File: src/rtl/pipe_pkg.sv
// Shared ID/EX pipeline types: widths, x0, ALU-op encodings, EX control bundle.
// Types only; no timing or flow-control behaviour.
package pipe_pkg;

   localparam int XLEN = 32;
   localparam int RW   = 5;
   localparam int AOPW = 4;

   localparam logic [RW-1:0] REG_ZERO = '0;

   localparam logic [AOPW-1:0] ALU_ADD = 4'd0;
   localparam logic [AOPW-1:0] ALU_SUB = 4'd1;
   localparam logic [AOPW-1:0] ALU_AND = 4'd2;
   localparam logic [AOPW-1:0] ALU_OR  = 4'd3;
   localparam logic [AOPW-1:0] ALU_XOR = 4'd4;
   localparam logic [AOPW-1:0] ALU_SLT = 4'd5;
   localparam logic [AOPW-1:0] ALU_SLL = 4'd6;
   localparam logic [AOPW-1:0] ALU_SRL = 4'd7;

   typedef struct packed {
      logic            regwrite;
      logic            memread;
      logic            memwrite;
      logic            memtoreg;
      logic            alusrc;
      logic [AOPW-1:0] aluop;
   } ex_ctrl_t;

   localparam ex_ctrl_t EX_CTRL_NOP = '0;

   // x0 is hardwired, so a WB write to it must never be bypassed.
   function automatic logic wb_hit(input logic we, input logic [RW-1:0] wrd,
                                   input logic [RW-1:0] rs);
      return we && (wrd != REG_ZERO) && (wrd == rs);
   endfunction

endpackage

File: src/rtl/id_ex_stage_if.sv
// ID/EX boundary bundle: decode fields, WB bypass, flush/stall and EX outputs.
// master = front-end/testbench side, slave = id_ex_stage.
interface id_ex_stage_if;
   import pipe_pkg::*;

   logic            id_valid;
   logic [RW-1:0]   id_rs1, id_rs2, id_rd;
   logic            id_uses_rs2;
   logic [XLEN-1:0] id_rs1_data, id_rs2_data, id_imm, id_pc;
   logic            id_regwrite, id_memread, id_memwrite, id_memtoreg, id_alusrc;
   logic [AOPW-1:0] id_aluop;
   logic            wb_regwrite;
   logic [RW-1:0]   wb_rd;
   logic [XLEN-1:0] wb_data;
   logic            flush;
   logic            stall;
   logic            ex_valid;
   logic [RW-1:0]   ex_rrs1, ex_rrs2, ex_rd;
   logic [XLEN-1:0] ex_rs1_data, ex_rs2_data, ex_imm, ex_pc;
   logic            ex_regwrite, ex_memread, ex_memwrite, ex_memtoreg, ex_alusrc;
   logic [AOPW-1:0] ex_aluop;

   modport master (
      output id_valid, id_rs1, id_rs2, id_rd, id_uses_rs2, id_rs1_data, id_rs2_data,
             id_imm, id_pc, id_regwrite, id_memread, id_memwrite, id_memtoreg,
             id_alusrc, id_aluop, wb_regwrite, wb_rd, wb_data, flush,
      input  stall, ex_valid, ex_rrs1, ex_rrs2, ex_rd, ex_rs1_data, ex_rs2_data,
             ex_imm, ex_pc, ex_regwrite, ex_memread, ex_memwrite, ex_memtoreg,
             ex_alusrc, ex_aluop
   );

   modport slave (
      input  id_valid, id_rs1, id_rs2, id_rd, id_uses_rs2, id_rs1_data, id_rs2_data,
             id_imm, id_pc, id_regwrite, id_memread, id_memwrite, id_memtoreg,
             id_alusrc, id_aluop, wb_regwrite, wb_rd, wb_data, flush,
      output stall, ex_valid, ex_rrs1, ex_rrs2, ex_rd, ex_rs1_data, ex_rs2_data,
             ex_imm, ex_pc, ex_regwrite, ex_memread, ex_memwrite, ex_memtoreg,
             ex_alusrc, ex_aluop
   );

endinterface

File: src/rtl/id_ex_stage_load_use_detect.sv
// Load-use hazard: a load in EX whose rd feeds a source of the decode slot.
// Purely combinational, 0 cycles; no flow control of its own.
module load_use_detect #(
   parameter int RW = 5
) (
   input  logic          id_valid,
   input  logic [RW-1:0] id_rs1,
   input  logic [RW-1:0] id_rs2,
   input  logic          id_uses_rs2,
   input  logic          ex_valid,
   input  logic          ex_memread,
   input  logic [RW-1:0] ex_rd,
   output logic          hazard
);

   logic rd_nz;
   logic rs1_match;
   logic rs2_match;

   assign rd_nz     = (ex_rd != {RW{1'b0}});
   assign rs1_match = (ex_rd == id_rs1);
   assign rs2_match = id_uses_rs2 && (ex_rd == id_rs2);
   assign hazard    = id_valid && ex_valid && ex_memread && rd_nz && (rs1_match || rs2_match);

endmodule

File: src/rtl/id_ex_stage.sv
// ID/EX register with load-use bubble, branch squash and WB->ID operand bypass; 1-cycle latency.
// Backpressure: stall holds PC/IF-ID for one cycle on load-use; optional ID_EX_STALL_CNT_EN adds counters.
module id_ex_stage #(
   parameter int XLEN = 32,
   parameter int RW   = 5,
   parameter int AOPW = 4
) (
   input  logic         clk,
   input  logic         rst,
   id_ex_stage_if.slave bus
`ifdef ID_EX_STALL_CNT_EN
   ,
   output logic [31:0]  stall_cnt,
   output logic [31:0]  flush_cnt
`endif
);
   import pipe_pkg::*;

   logic            hazard;
   logic            bubble;
   logic            ex_valid_q;
   logic [RW-1:0]   rrs1_q, rrs2_q, rd_q;
   logic [XLEN-1:0] rs1_data_q, rs2_data_q, imm_q, pc_q;
   ex_ctrl_t        ctrl_q;
   ex_ctrl_t        id_ctrl;
   logic [AOPW-1:0] id_aluop_w;
   logic [XLEN-1:0] rs1_byp, rs2_byp;

   load_use_detect #(.RW(RW)) u_load_use_detect (
      .id_valid    (bus.id_valid),
      .id_rs1      (bus.id_rs1),
      .id_rs2      (bus.id_rs2),
      .id_uses_rs2 (bus.id_uses_rs2),
      .ex_valid    (ex_valid_q),
      .ex_memread  (ctrl_q.memread),
      .ex_rd       (rd_q),
      .hazard      (hazard)
   );

   // Flush discards IF/ID anyway, so holding it would only waste a cycle.
   assign bus.stall = hazard && !bus.flush;
   assign bubble    = hazard || bus.flush;

   assign id_aluop_w = bus.id_aluop;
   always_comb begin
      id_ctrl          = EX_CTRL_NOP;
      id_ctrl.regwrite = bus.id_regwrite;
      id_ctrl.memread  = bus.id_memread;
      id_ctrl.memwrite = bus.id_memwrite;
      id_ctrl.memtoreg = bus.id_memtoreg;
      id_ctrl.alusrc   = bus.id_alusrc;
      id_ctrl.aluop    = id_aluop_w;
   end

   assign rs1_byp = wb_hit(bus.wb_regwrite, bus.wb_rd, bus.id_rs1) ? bus.wb_data : bus.id_rs1_data;
   assign rs2_byp = wb_hit(bus.wb_regwrite, bus.wb_rd, bus.id_rs2) ? bus.wb_data : bus.id_rs2_data;

   always_ff @(posedge clk or posedge rst) begin
      if (rst) begin
         ex_valid_q <= 1'b0;
         rrs1_q     <= '0;
         rrs2_q     <= '0;
         rd_q       <= '0;
         rs1_data_q <= '0;
         rs2_data_q <= '0;
         imm_q      <= '0;
         pc_q       <= '0;
         ctrl_q     <= EX_CTRL_NOP;
      end else if (bubble) begin
         ex_valid_q <= 1'b0;
         rrs1_q     <= '0;
         rrs2_q     <= '0;
         rd_q       <= '0;
         rs1_data_q <= '0;
         rs2_data_q <= '0;
         imm_q      <= '0;
         pc_q       <= '0;
         ctrl_q     <= EX_CTRL_NOP;
      end else begin
         ex_valid_q <= bus.id_valid;
         rrs1_q     <= bus.id_rs1;
         // An unused rs2 reads as x0 so the forwarding selector ignores it.
         rrs2_q     <= bus.id_uses_rs2 ? bus.id_rs2 : '0;
         rd_q       <= bus.id_rd;
         rs1_data_q <= rs1_byp;
         rs2_data_q <= rs2_byp;
         imm_q      <= bus.id_imm;
         pc_q       <= bus.id_pc;
         ctrl_q     <= bus.id_valid ? id_ctrl : EX_CTRL_NOP;
      end
   end

   assign bus.ex_valid    = ex_valid_q;
   assign bus.ex_rrs1     = rrs1_q;
   assign bus.ex_rrs2     = rrs2_q;
   assign bus.ex_rd       = rd_q;
   assign bus.ex_rs1_data = rs1_data_q;
   assign bus.ex_rs2_data = rs2_data_q;
   assign bus.ex_imm      = imm_q;
   assign bus.ex_pc       = pc_q;
   assign bus.ex_regwrite = ctrl_q.regwrite;
   assign bus.ex_memread  = ctrl_q.memread;
   assign bus.ex_memwrite = ctrl_q.memwrite;
   assign bus.ex_memtoreg = ctrl_q.memtoreg;
   assign bus.ex_alusrc   = ctrl_q.alusrc;
   assign bus.ex_aluop    = ctrl_q.aluop;

`ifdef ID_EX_STALL_CNT_EN
   // Saturating event counters for performance monitoring.
   always_ff @(posedge clk or posedge rst) begin
      if (rst) begin
         stall_cnt <= '0;
         flush_cnt <= '0;
      end else begin
         if (bus.stall && (stall_cnt != '1)) stall_cnt <= stall_cnt + 32'd1;
         if (bus.flush && (flush_cnt != '1)) flush_cnt <= flush_cnt + 32'd1;
      end
   end
`endif

endmodule

File: src/flat_wrapper.sv
// flat-port wrapper written by rule: the top's interface ports become plain ports
module id_ex_stage_flat import pipe_pkg::*;
#(
   parameter int XLEN = 32,
   parameter int RW   = 5,
   parameter int AOPW = 4
)
  (clk, rst, bus_id_valid, bus_id_rs1, bus_id_rs2, bus_id_rd, bus_id_uses_rs2, bus_id_rs1_data, bus_id_rs2_data, bus_id_imm, bus_id_pc, bus_id_regwrite, bus_id_memread, bus_id_memwrite, bus_id_memtoreg, bus_id_alusrc, bus_id_aluop, bus_wb_regwrite, bus_wb_rd, bus_wb_data, bus_flush, bus_stall, bus_ex_valid, bus_ex_rrs1, bus_ex_rrs2, bus_ex_rd, bus_ex_rs1_data, bus_ex_rs2_data, bus_ex_imm, bus_ex_pc, bus_ex_regwrite, bus_ex_memread, bus_ex_memwrite, bus_ex_memtoreg, bus_ex_alusrc, bus_ex_aluop);
  id_ex_stage_if bus_i ();
  input  logic clk;
  input  logic rst;
  input wire logic [$bits(bus_i.id_valid)-1:0] bus_id_valid;
  input wire logic [$bits(bus_i.id_rs1)-1:0] bus_id_rs1;
  input wire logic [$bits(bus_i.id_rs2)-1:0] bus_id_rs2;
  input wire logic [$bits(bus_i.id_rd)-1:0] bus_id_rd;
  input wire logic [$bits(bus_i.id_uses_rs2)-1:0] bus_id_uses_rs2;
  input wire logic [$bits(bus_i.id_rs1_data)-1:0] bus_id_rs1_data;
  input wire logic [$bits(bus_i.id_rs2_data)-1:0] bus_id_rs2_data;
  input wire logic [$bits(bus_i.id_imm)-1:0] bus_id_imm;
  input wire logic [$bits(bus_i.id_pc)-1:0] bus_id_pc;
  input wire logic [$bits(bus_i.id_regwrite)-1:0] bus_id_regwrite;
  input wire logic [$bits(bus_i.id_memread)-1:0] bus_id_memread;
  input wire logic [$bits(bus_i.id_memwrite)-1:0] bus_id_memwrite;
  input wire logic [$bits(bus_i.id_memtoreg)-1:0] bus_id_memtoreg;
  input wire logic [$bits(bus_i.id_alusrc)-1:0] bus_id_alusrc;
  input wire logic [$bits(bus_i.id_aluop)-1:0] bus_id_aluop;
  input wire logic [$bits(bus_i.wb_regwrite)-1:0] bus_wb_regwrite;
  input wire logic [$bits(bus_i.wb_rd)-1:0] bus_wb_rd;
  input wire logic [$bits(bus_i.wb_data)-1:0] bus_wb_data;
  input wire logic [$bits(bus_i.flush)-1:0] bus_flush;
  output wire logic [$bits(bus_i.stall)-1:0] bus_stall;
  output wire logic [$bits(bus_i.ex_valid)-1:0] bus_ex_valid;
  output wire logic [$bits(bus_i.ex_rrs1)-1:0] bus_ex_rrs1;
  output wire logic [$bits(bus_i.ex_rrs2)-1:0] bus_ex_rrs2;
  output wire logic [$bits(bus_i.ex_rd)-1:0] bus_ex_rd;
  output wire logic [$bits(bus_i.ex_rs1_data)-1:0] bus_ex_rs1_data;
  output wire logic [$bits(bus_i.ex_rs2_data)-1:0] bus_ex_rs2_data;
  output wire logic [$bits(bus_i.ex_imm)-1:0] bus_ex_imm;
  output wire logic [$bits(bus_i.ex_pc)-1:0] bus_ex_pc;
  output wire logic [$bits(bus_i.ex_regwrite)-1:0] bus_ex_regwrite;
  output wire logic [$bits(bus_i.ex_memread)-1:0] bus_ex_memread;
  output wire logic [$bits(bus_i.ex_memwrite)-1:0] bus_ex_memwrite;
  output wire logic [$bits(bus_i.ex_memtoreg)-1:0] bus_ex_memtoreg;
  output wire logic [$bits(bus_i.ex_alusrc)-1:0] bus_ex_alusrc;
  output wire logic [$bits(bus_i.ex_aluop)-1:0] bus_ex_aluop;
  assign bus_i.id_valid = bus_id_valid;
  assign bus_i.id_rs1 = bus_id_rs1;
  assign bus_i.id_rs2 = bus_id_rs2;
  assign bus_i.id_rd = bus_id_rd;
  assign bus_i.id_uses_rs2 = bus_id_uses_rs2;
  assign bus_i.id_rs1_data = bus_id_rs1_data;
  assign bus_i.id_rs2_data = bus_id_rs2_data;
  assign bus_i.id_imm = bus_id_imm;
  assign bus_i.id_pc = bus_id_pc;
  assign bus_i.id_regwrite = bus_id_regwrite;
  assign bus_i.id_memread = bus_id_memread;
  assign bus_i.id_memwrite = bus_id_memwrite;
  assign bus_i.id_memtoreg = bus_id_memtoreg;
  assign bus_i.id_alusrc = bus_id_alusrc;
  assign bus_i.id_aluop = bus_id_aluop;
  assign bus_i.wb_regwrite = bus_wb_regwrite;
  assign bus_i.wb_rd = bus_wb_rd;
  assign bus_i.wb_data = bus_wb_data;
  assign bus_i.flush = bus_flush;
  assign bus_stall = bus_i.stall;
  assign bus_ex_valid = bus_i.ex_valid;
  assign bus_ex_rrs1 = bus_i.ex_rrs1;
  assign bus_ex_rrs2 = bus_i.ex_rrs2;
  assign bus_ex_rd = bus_i.ex_rd;
  assign bus_ex_rs1_data = bus_i.ex_rs1_data;
  assign bus_ex_rs2_data = bus_i.ex_rs2_data;
  assign bus_ex_imm = bus_i.ex_imm;
  assign bus_ex_pc = bus_i.ex_pc;
  assign bus_ex_regwrite = bus_i.ex_regwrite;
  assign bus_ex_memread = bus_i.ex_memread;
  assign bus_ex_memwrite = bus_i.ex_memwrite;
  assign bus_ex_memtoreg = bus_i.ex_memtoreg;
  assign bus_ex_alusrc = bus_i.ex_alusrc;
  assign bus_ex_aluop = bus_i.ex_aluop;
  id_ex_stage #(.XLEN(XLEN), .RW(RW), .AOPW(AOPW)) u_core (.clk(clk), .rst(rst), .bus(bus_i));
endmodule
File: config.mk
export PLATFORM = sky130hd
export DESIGN_NAME = id_ex_stage_flat
export DESIGN_NICKNAME = d
export VERILOG_FILES = /design/src/rtl/pipe_pkg.sv /design/src/rtl/id_ex_stage_if.sv /design/src/rtl/id_ex_stage_load_use_detect.sv /design/src/rtl/id_ex_stage.sv /design/src/flat_wrapper.sv
export SDC_FILE = /design/constraint.sdc
export NUM_CORES = 1
export LEC_CHECK = 0
export BUFFER_PORTS_ARGS = -buffer_cell sky130_fd_sc_hd__buf_2
export CORE_UTILIZATION = 35
export DETAILED_ROUTE_END_ITERATION = 12
export HOLD_SLACK_MARGIN = 0.1
export SYNTH_ARGS = -nofsm -noshare
export SYNTH_HDL_FRONTEND = slang
export SYNTH_SLANG_ARGS = --single-unit
File: constraint.sdc
create_clock -name clk -period 5.4 [get_ports clk]
set_clock_uncertainty 0.2 [all_clocks]
set_input_delay 0 -clock clk [delete_from_list [all_inputs] [get_ports clk]]
set_output_delay 0 -clock clk [all_outputs]
set_load 0.01 [all_outputs]
==> results of run 1 <==
## through the flow
step	utilization, %	instances	instance area, sq um
floorplan	-	656	7371
global placement	45.06	1199	9206
detailed placement	45.06	1199	9206
## logic make-up after synthesis
group	Yosys count	synth area share, %
buf+inv	174	9.846
xor+xnor	20	2.377
flops	153	51.94
compound gates	221	28.72
simple gates	88	7.113
==> impl_metrics.env, run 1 <==
export IMPL_ios=349
export IMPL_die_y_microns=147.1
export IMPL_async_flop_share_pct=100.0
export IMPL_haltStage="clock tree synthesis (4_1_cts)"
export IMPL_synth_top_area_cell="dfrtp_1"
export IMPL_cts_resized=0
export IMPL_synthCells=656
export IMPL_ys_top_cells_by_count="153 x dfrtp_1, 88 x a211oi_1, 83 x inv_1"
export IMPL_cts_buffers=17
export IMPL_start_util_pct=36.08
export IMPL_gp_congestion=0.8651
export IMPL_synth_top_area_share_pct=51.94
export IMPL_io_buffers=348
export IMPL_error="[ERROR RSZ-0060] Max buffer count reached."
export IMPL_h_tree_depth=4
export IMPL_cts_buffer_depth=2
export IMPL_avgSynthCellArea_sq_um=11.24
export IMPL_root_buffer="clkbuf_16"
export IMPL_die_x_microns=147.1
export IMPL_status="stopped before the end"
export IMPL_post_cts_buffers=0
export IMPL_yosysWarnings=0
export IMPL_yosysUniqueCellTypes=25
export IMPL_syn_area_sq_um=7371
export IMPL_ys_seq_area_share_pct=51.94
export IMPL_rows=52
export IMPL_place_hpwl_microns=17020
export IMPL_place_ws_ps=2775
export IMPL_synth_net_count=851
export IMPL_synth_edf_count=0
export IMPL_synthFlopType="dfrtp_1"
export IMPL_ys_seq_elements=153
export IMPL_synthTopCellsByArea="dfrtp_1 52%, a221oi_2 12%, a211oi_1 9.0%, o31ai_1 6.5%, nand4_1 5.5%"
export IMPL_cts_sinks=153
export IMPL_synth_most_common_cell="dfrtp_1"
export IMPL_postCtsHoldBufs=248
==> run 2, diff against run 1 <==
--- a/config.mk
+++ b/config.mk
@@ -6,9 +6,9 @@
 export NUM_CORES = 1
 export LEC_CHECK = 0
 export BUFFER_PORTS_ARGS = -buffer_cell sky130_fd_sc_hd__buf_2
-export CORE_UTILIZATION = 35
+export CORE_UTILIZATION = 20
 export DETAILED_ROUTE_END_ITERATION = 12
-export HOLD_SLACK_MARGIN = 0.1
+export PLACE_DENSITY_LB_ADDON = 0.15
 export SYNTH_ARGS = -nofsm -noshare
 export SYNTH_HDL_FRONTEND = slang
 export SYNTH_SLANG_ARGS = --single-unit
==> run 2 against run 1 <==
Effect of this change: the run now ends clean; synthesized cell count unchanged; synthesized area unchanged.
==> impl_metrics.env, run 2 <==
export IMPL_hold_class="in2async"
export IMPL_drive_above_1_share_pct=37.22
export IMPL_critPathTopFamily="buffers and inverters"
export IMPL_synth_top_area_share_pct=51.94
export IMPL_coreArea_sq_um=35910
export IMPL_h_tree_depth=4
export IMPL_path_depth=6
export IMPL_grt_pass1_vias=8316
export IMPL_reg2reg_depth=6
export IMPL_rrSetupSlack_ps=2320
export IMPL_yosysUniqueCellTypes=25
export IMPL_slowest_delay_ps=720
export IMPL_die_y_microns=194.0
export IMPL_critPathBufInv=3
export IMPL_dp_cells=1392
export IMPL_final_cell_mix="347 x buf_2, 281 x dlygate4sd3_1, 153 x dfrtp_1"
export IMPL_groute_layer_met3_usage_pct=5.705
export IMPL_fin_crit_sh_pct=57.10
export IMPL_synthFlopType="dfrtp_1"
export IMPL_place_hpwl_microns=19730
export IMPL_start_util_pct=20.52
export IMPL_avgRoutedWirePerCell_microns=18.88
export IMPL_synth_edf_count=0
export IMPL_rows=69
export IMPL_dieArea_sq_um=37630
export IMPL_clkTransAtPathRegs_ps=70
export IMPL_ys_top_cells_by_count="153 x dfrtp_1, 88 x a211oi_1, 83 x inv_1"
export IMPL_drv_slew=0
export IMPL_grt_pass1_wl_microns=49490
export IMPL_power_density_nw_per_um2=237.9
export IMPL_hold_slack_ps=8.514
export IMPL_busiest_layer="met2"
export IMPL_worstSetupStartpoint="u_core.bus.ex_memread"
export IMPL_crit_path_end="u_core.bus.ex_rs1_data[1]"
export IMPL_cpMaxStageDelayCell="buf_4"
export IMPL_vias=7763
export IMPL_synth_compound_area_share_pct=28.72
export IMPL_startpoint_type="flip-flop"
export IMPL_async_flop_share_pct=100.0
export IMPL_power_leakage_nw=6.157
export IMPL_final_antenna_net_count=0
export IMPL_drt_iter0_drc=383
export IMPL_cp_required_ps=5530
export IMPL_synth_most_common_cell="dfrtp_1"
export IMPL_hold_violations=0
export IMPL_final_common_cell="buf_2"
export IMPL_end_kind="flip-flop"
export IMPL_worstMarginPinSlew_ps=1072
export IMPL_postCtsHoldBufs=281
export IMPL_worstReg2RegStart="u_core.bus.ex_memread"
export IMPL_tns_ps=0
export IMPL_die_x_microns=194.0
export IMPL_ios=349
export IMPL_max_freq_mhz=324.3
export IMPL_finalCriticalPeriod_ps=3083
export IMPL_synthCells=656
export IMPL_synth_net_count=851
export IMPL_final_cells=1708
export IMPL_cts_tree="yes"
export IMPL_cts_buffers=17
export IMPL_grt_overflow_total=0
export IMPL_avgViaCountPerCell=4.545
export IMPL_antenna_found_initial=3
export IMPL_critPathMostFrequentCell="buf_4"
export IMPL_cts_resized=0
export IMPL_criticalPathCategory="reg2reg"
export IMPL_path_max_fanout=42
export IMPL_num_nets_final=1426
export IMPL_synth_top_area_cell="dfrtp_1"
export IMPL_yosysWarnings=0
export IMPL_grt_start_max_net_pins=81
export IMPL_worstPathArrival_ps=3210
export IMPL_place_ws_ps=2847
export IMPL_timing_final_ws_setup_ps=2317
export IMPL_yosys_mux_area_fraction_pct=0
export IMPL_grtUsageMet2_pct=28.18
export IMPL_avgSynthCellArea_sq_um=11.24
export IMPL_drt_total_wl_microns=32250
export IMPL_synth_fa_ha_area_share_pct=0
export IMPL_synth_top_family_by_area="compound AO/OA/AOI/OAI gates"
export IMPL_cts_sinks=153
export IMPL_slew_headroom_pct=28.53
export IMPL_drc=0
export IMPL_post_cts_buffers=0
export IMPL_cts_buffer_depth=2
export IMPL_crit_chain="nand3_1 -> a21oi_4 -> buf_4 -> buf_4 -> a221oi_1 -> dlygate4sd3_1"
export IMPL_synthTopCellsByArea="dfrtp_1 52%, a221oi_2 12%, a211oi_1 9.0%, o31ai_1 6.5%, nand4_1 5.5%"
export IMPL_synth_xor_area_share_pct=2.377
export IMPL_gp_congestion=0.7531
export IMPL_drtPass1Iterations=4
export IMPL_grt_use_total_pct=17.07
export IMPL_setup_viol=0
export IMPL_met1_usage_pct=20.80
export IMPL_nFillCells=3737
export IMPL_ir_drop_mv=0.2242
export IMPL_reg2reg_to="u_core.bus.ex_rs1_data[1]"
export IMPL_syn_area_sq_um=7371
export IMPL_syn_to_final_growth_pct=74.23
export IMPL_clock_latency_ps=440
export IMPL_max_cap_violations=0
export IMPL_status="finished, final reports clean"
export IMPL_rsz0062_at_grt="no"
export IMPL_synth_simple_gate_area_share_pct=7.113
export IMPL_root_buffer="clkbuf_16"
export IMPL_ys_seq_elements=153
export IMPL_io_buffers=348
export IMPL_ys_seq_area_share_pct=51.94
run 2: cell counts after synthesis:
No cell type changed its count.
run 2: power by group:
part           total, mW  internal (mW)  switching [mW]
logic              0.650          0.303           0.347
clock network       1.18          0.610           0.573
registers           1.22           1.20          0.0185
run 2: logic make-up after synthesis:
family,count (synthesis)
AO/OA/AOI/OAI,221
XOR/XNOR,20
buffers and inverters,174
flip-flops,153
AND/OR/NAND/NOR,88
run 2: layout make-up:
cell class                      count  area [sq um]  share of cell area (%)
Clock buffer                       18         429.2                   3.342
Multi-Input combinational cell    329          2843                   22.14
Inverter                           83         316.6                   2.465
Tap cell                          461         576.8                   4.491
Sequential cell                   153          3829                   29.81
Timing Repair Buffer              647          4708                   36.66
Antenna cell                        3         7.507                 0.05846
Clock inverter                     14         132.6                   1.033
run 2: worst min-delay path by stage:
stage | from | endpoint | slack, ps | cells past startpoint
2_1_floorplan | bus_id_aluop[0] | u_core.bus.ex_aluop[0] | -90 | 2
4_1_cts | bus_flush | u_core.bus.ex_rd[0] | 0.3 | 2
3_5_place_dp | rst | u_core.bus.ex_pc[31] | -30 | 2
3_3_place_gp | rst | u_core.bus.ex_pc[30] | -20 | 2
6_report | rst | u_core.bus.ex_pc[30] | 9 | 3
5_1_grt | bus_flush | u_core.bus.ex_rd[1] | 30 | 2
run 2: stage by stage:
| step | cell area [sq um] | utilization, % | total power [mW] |
|---|---|---|---|
| floorplan | 7371 | - | 1.501 |
| global placement | 9460 | 26.34 | 1.743 |
| detailed placement | 9460 | 26.34 | 1.739 |
| CTS | 12830 | 35.74 | 3.105 |
| global route | 12840 | 35.75 | 3.198 |
| finish | 12840 | 35.76 | 3.055 |
run 2: layer usage:
metal / vias to the layer above / wire length (microns) / share of wire [%]
li1: 3638 / - / -
met1: 3809 / 14150 / 44
met2: 279 / 15250 / 47
met3: 37 / 2213 / 6.9
met4: 0 / 641 / 2.0
met5: - / 0 / 0
run 2: worst reg2reg max path: cells and delay by family (launching register included):
| kind | cells | cell delay (ps) |
|---|---|---|
| compound gates | 2 | 400 |
| buf+inv | 3 | 1850 |
| flops | 1 | 340 |
| simple gates | 1 | 200 |
(Power assumes the default switching activity.)
